--- src/rtl/cpu_lsu_ctrl_pkg.sv ---
// Shared definitions for the load/store sequencer: access-size encodings and the
// registered request record.
package cpu_lsu_ctrl_pkg;

    localparam logic [1:0] SIZE_BYTE = 2'b00;
    localparam logic [1:0] SIZE_HALF = 2'b01;
    localparam logic [1:0] SIZE_WORD = 2'b10;

    typedef struct packed {
        logic [31:0] addr;
        logic        write;
        logic [3:0]  be;
        logic [31:0] wdata;
        logic [1:0]  size;
        logic        is_unsigned;
    } lsu_req_t;

endpackage

--- src/rtl/cpu_load_align.sv ---
// Selects the addressed byte/half of a read word and sign- or zero-extends it.
// Purely combinational so a future cache can reuse it on its own read path.
module cpu_load_align
    import cpu_lsu_ctrl_pkg::*;
(
    input  logic [31:0] rdata_i,
    input  logic [1:0]  a_i,
    input  logic [1:0]  size_i,
    input  logic        unsigned_i,
    output logic [31:0] data_o
);

    logic [7:0]  byte_sel;
    logic [15:0] half_sel;

    always_comb begin
        byte_sel = rdata_i[{a_i, 3'b000} +: 8];
        half_sel = a_i[1] ? rdata_i[31:16] : rdata_i[15:0];
        case (size_i)
            SIZE_BYTE: data_o = {{24{byte_sel[7] & ~unsigned_i}}, byte_sel};
            SIZE_HALF: data_o = {{16{half_sel[15] & ~unsigned_i}}, half_sel};
            SIZE_WORD: data_o = rdata_i;
            default:   data_o = rdata_i;
        endcase
    end

endmodule

--- src/rtl/cpu_lsu_ctrl.sv ---
// Load/store sequencer: registers an execute-stage request, drives the data bus and
// stalls the pipeline until ack, error or watchdog timeout.
module cpu_lsu_ctrl
    import cpu_lsu_ctrl_pkg::*;
#(
    parameter int unsigned TIMEOUT_CYCLES = 255
) (
    input  logic        clock,
    input  logic        reset,
    input  logic        p3_request,
    input  logic [31:0] p3_addr,
    input  logic        p3_write,
    input  logic [3:0]  p3_byte_enable,
    input  logic [31:0] p3_wdata,
    input  logic [1:0]  p3_size,
    input  logic        p3_unsigned,
    output logic        bus_request,
    output logic [31:0] bus_addr,
    output logic        bus_write,
    output logic [3:0]  bus_byte_enable,
    output logic [31:0] bus_wdata,
    input  logic        bus_ack,
    input  logic        bus_error,
    input  logic [31:0] bus_rdata,
    output logic        mem_stall,
    output logic        p4_load_valid,
    output logic [31:0] p4_load_data,
    output logic        p4_bus_error,
    output logic [31:0] p4_bus_error_addr
);

    typedef enum logic {StIdle, StWait} state_e;

    localparam logic [15:0] TimeoutLast = 16'(TIMEOUT_CYCLES - 1);

    state_e      state_q, state_d;
    lsu_req_t    req_q, req_d;
    logic [15:0] timer_q, timer_d;
    logic        bus_request_q, bus_request_d;
    logic        err_q, err_d;
    logic [31:0] err_addr_q, err_addr_d;
    logic        resp, timeout, accept;

    always_comb begin
        resp          = bus_ack | bus_error;
        timeout       = (timer_q == TimeoutLast);
        // A response cycle drops the stall, so execute may hand over the next access.
        accept        = p3_request & ((state_q == StIdle) | ((state_q == StWait) & resp));
        state_d       = state_q;
        req_d         = req_q;
        timer_d       = timer_q;
        bus_request_d = 1'b0;
        err_d         = 1'b0;
        err_addr_d    = err_addr_q;
        mem_stall     = 1'b0;
        p4_load_valid = 1'b0;

        if (state_q == StWait) begin
            mem_stall     = ~resp;
            p4_load_valid = bus_ack & ~bus_error & ~req_q.write;
            if (resp || timeout) begin
                state_d = StIdle;
                if (bus_error || !bus_ack) begin
                    err_d      = 1'b1;
                    err_addr_d = req_q.addr;
                end
            end else begin
                timer_d = timer_q + 16'd1;
            end
        end

        if (accept) begin
            state_d           = StWait;
            timer_d           = 16'd0;
            bus_request_d     = 1'b1;
            req_d.addr        = p3_addr;
            req_d.write       = p3_write;
            req_d.be          = p3_write ? p3_byte_enable : 4'hF;
            req_d.wdata       = p3_wdata;
            req_d.size        = p3_size;
            req_d.is_unsigned = p3_unsigned;
        end
    end

    always_ff @(posedge clock or posedge reset) begin
        if (reset) begin
            state_q       <= StIdle;
            req_q         <= '0;
            timer_q       <= 16'd0;
            bus_request_q <= 1'b0;
            err_q         <= 1'b0;
            err_addr_q    <= 32'd0;
        end else begin
            state_q       <= state_d;
            req_q         <= req_d;
            timer_q       <= timer_d;
            bus_request_q <= bus_request_d;
            err_q         <= err_d;
            err_addr_q    <= err_addr_d;
        end
    end

    assign bus_request       = bus_request_q;
    assign bus_addr          = {req_q.addr[31:2], 2'b00};
    assign bus_write         = req_q.write;
    assign bus_byte_enable   = req_q.be;
    assign bus_wdata         = req_q.wdata;
    assign p4_bus_error      = err_q;
    assign p4_bus_error_addr = err_addr_q;

    cpu_load_align u_load_align (
        .rdata_i    (bus_rdata),
        .a_i        (req_q.addr[1:0]),
        .size_i     (req_q.size),
        .unsigned_i (req_q.is_unsigned),
        .data_o     (p4_load_data)
    );

endmodule
--- config.mk ---
export PLATFORM = sky130hd
export DESIGN_NAME = cpu_lsu_ctrl
export DESIGN_NICKNAME = d
export VERILOG_FILES = /design/src/rtl/cpu_lsu_ctrl_pkg.sv /design/src/rtl/cpu_load_align.sv /design/src/rtl/cpu_lsu_ctrl.sv
export SDC_FILE = /design/constraint.sdc
export NUM_CORES = 1
export LEC_CHECK = 0
export ABC_AREA = 0
export BUFFER_PORTS_ARGS = -buffer_cell sky130_fd_sc_hd__clkbuf_2
export CORE_MARGIN = 8
export CORE_UTILIZATION = 49
export DETAILED_ROUTE_END_ITERATION = 8
export PLACE_DENSITY = 0.81
export SYNTH_ARGS = -nofsm -noshare
export SYNTH_HDL_FRONTEND = slang
export SYNTH_SLANG_ARGS = --single-unit
--- constraint.sdc ---
create_clock -name clock -period 5.95 [get_ports clock]
set_clock_uncertainty 0.1 [all_clocks]
set_input_delay 1.4875 -clock clock [delete_from_list [all_inputs] [get_ports clock]]
set_output_delay 1.4875 -clock clock [all_outputs]
set_load 0.01 [all_outputs]
==> reports/metrics.yaml <==
finalHoldViolCount: 0
die_w_um: 127
fin_crit_ns: 4.77
place.gp.congestion: 0.854
wl_per_cell_um: 16.4
cts_setup_buffers: 0
end_kind: "output port"
area_growth_pct: 22.2
crit_type: "primary input to output port"
synthTopCellsByCount: "283 x nand2_1, 123 x dfrtp_1, 70 x buf_4"
slew_viol_final: 0
grt_max_degree: 76
outcome: "completed"
synth-async-reset-ratio_pct: 100
n_antenna_cell: 0
avgSynthCellArea_um2: 9.03
wl_um: 16300
fmax_mhz: 210
yosysWarnings: 0
ys_seq_area_share_pct: 51.0
drt_iter0_markers: 315
drv_cap: 0
initial_utilization_pct: 50.2
multi_input_area_um2: 2270
synth_seq_cells: 123
root_buffer: "clkbuf_16"
cts_htree_levels: 4
grtUsageTotal_pct: 20.1
ant_nets: 0
ios: 246
p_leak_nw: 4.11
instances_no_fill: 994
synth_edf_count: 0
vdd_drop_max_mv: 0.175
cts_resized: 0
grt_pass1_wl_um: 25800
layout-drive-gt1-share_pct: 36.6
final_cell_area_um2: 7370
synth_top_area_share_pct: 51.0
hold_class: "flop to flop"
fillerInstances: 1008
tns_ns: 0
die_h_um: 127
holdWs_ns: 0.370
gr-total-overflow: 0
dp.cells: 964
rsz0062_at_grt: "no"
worstPathArrival_ns: 3.18
power_w: 0.00245
slowest_delay_ns: 0.81
portBuffers: 243
synthTopCellsByArea: "dfrtp_1 51%, nand2_1 18%, buf_4 8.7%, mux2_2 5.0%, clkbuf_1 1.4%"
drc: 0
synthesis.area_um2: 6030
core_um2: 12000
viasPerCell: 5.12
dieArea_um2: 16100
vias: 5092
setup-violations-final: 0
drtPass1Iterations: 5
grt_pass1_vias: 5129
dp_hpwl_um: 11900
yosysMostFrequentCell: "nand2_1"
clkTransAtPathRegs_ns: 0.05
worstSkewPairLatency_ns: 0.40
cts_buffer_depth: 2
ff_latch_area_um2: 3080
nNetsFinal: 947
synth_top_cell_by_area: "dfrtp_1"
slew_headroom_pct: 37.9
tightest_slew_ns: 0.929
start_kind: "primary input"
power.density_nw_per_um2: 333
syn_inst: 668
row_count: 40
cts_sinks: 123
crit_path_cell_trace: "clkbuf_2, mux2i_1, or3_1, a2111oi_2, a221o_1, clkbuf_2"
critPathMaxFanout: 8
dpl-instance-area_um2: 6830
cpMostUsedCell: "clkbuf_2"
cts_tree: "done"
synthFlopType: "dfrtp_1"
min_period_over_period_pct: 80.1
cts_buffers: 17
yosysUniqueCellTypes: 46
critical_path.slowest_cell: "a2111oi_2"
antenna_found_initial: 0
required_ns: 4.36
postCtsHoldBufs: 0
-- critical path, delay by kind of cell --
family          cells  cell delay [ns]
mux                 1             0.08
compound gates      2             1.03
simple gates        1             0.35
buf+inv             2             0.24
-- report_power, final --
part | leakage (nW) | switching, W | internal [W] | total (W)
Clock | 0.254 | 0.000363 | 0.000561 | 0.000924
Sequential | 1.52 | 0.0000748 | 0.000946 | 0.00102
Combinational | 2.33 | 0.000293 | 0.000216 | 0.000509
Total | 4.11 | 0.000731 | 0.00172 | 0.00245
-- kinds of logic (layout without fill, tap and decap cells) --
logic type      Yosys count  in the layout  share of synthesized area [%]
fa+ha+maj                 2              2                          0.415
simple gates            336            336                           23.2
compound gates           54             54                           6.68
buf+inv                 113            291                           11.4
other cells               1              2                         0.0622
flops                   123            123                           51.0
mux                      39             39                           7.16
-- placed cells by master (no fill, tap or decap), types with 7 or more instances in the layout --
cell type,synthesis,layout
clkbuf_16,0,17
mux2_2,27,27
dfrtp_1,123,123
nand2_1,283,282
inv_1,12,11
nand2b_1,8,8
o21ai_0,11,11
clkbuf_2,0,243
a22oi_1,8,8
a221o_1,7,7
-- layer usage --
metal | wire length (um) | GRT usage (%) | vias to the layer above
met5 | 0 | 0 | -
met4 | 288 | 7.56 | 0
li1 | - | - | 2454
met3 | 1520 | 7.71 | 26
met1 | 6560 | 23.0 | 2398
met2 | 7900 | 33.4 | 214
-- cell type report --
class / count / area share [%]
Inverter: 14 / 0.747
Multi-Input combinational cell: 433 / 30.8
Clock inverter: 9 / 0.900
Timing Repair Buffer: 247 / 16.9
Tap cell: 147 / 2.50
Sequential cell: 123 / 41.8
Clock buffer: 21 / 6.38
-- flip-flops by register name (all words and copies together), names as in the netlist --
| signal | cells |
|---|---|
| bus_write | 1 |
| bus_addr | 30 |
| bus_wdata | 32 |
| timer_q | 16 |
| req_q | 5 |
| state_q | 1 |
| p4_bus_error | 1 |
| p4_bus_error_addr | 32 |
| bus_request | 1 |
| bus_byte_enable | 4 |
-- stage by stage --
stage                     util, %  worst slack [ns]
after floorplan                 -              1.09
after global placement       56.9              1.18
after detailed placement     56.9              1.20
after CTS                    61.4              1.19
after global routing         61.4              1.09
final                        61.4              1.18
-- path summary, 6_finish.rpt --
check	startpoint	to	slack, ns	cells past startpoint
max	bus_rdata[23]	p4_load_data[10]	1.18	6
max reg2reg	state_q	bus_byte_enable[2]	3.00	6
min	bus_wdata[11]	bus_wdata[11]	0.37	2
min reg2reg	bus_wdata[11]	bus_wdata[11]	0.37	2
min in group asynchronous	reset	bus_addr[16]	1.18	2
max in group asynchronous	reset	timer_q[6]	3.38	3
Note: power is estimated with default switching activity, not from simulation.
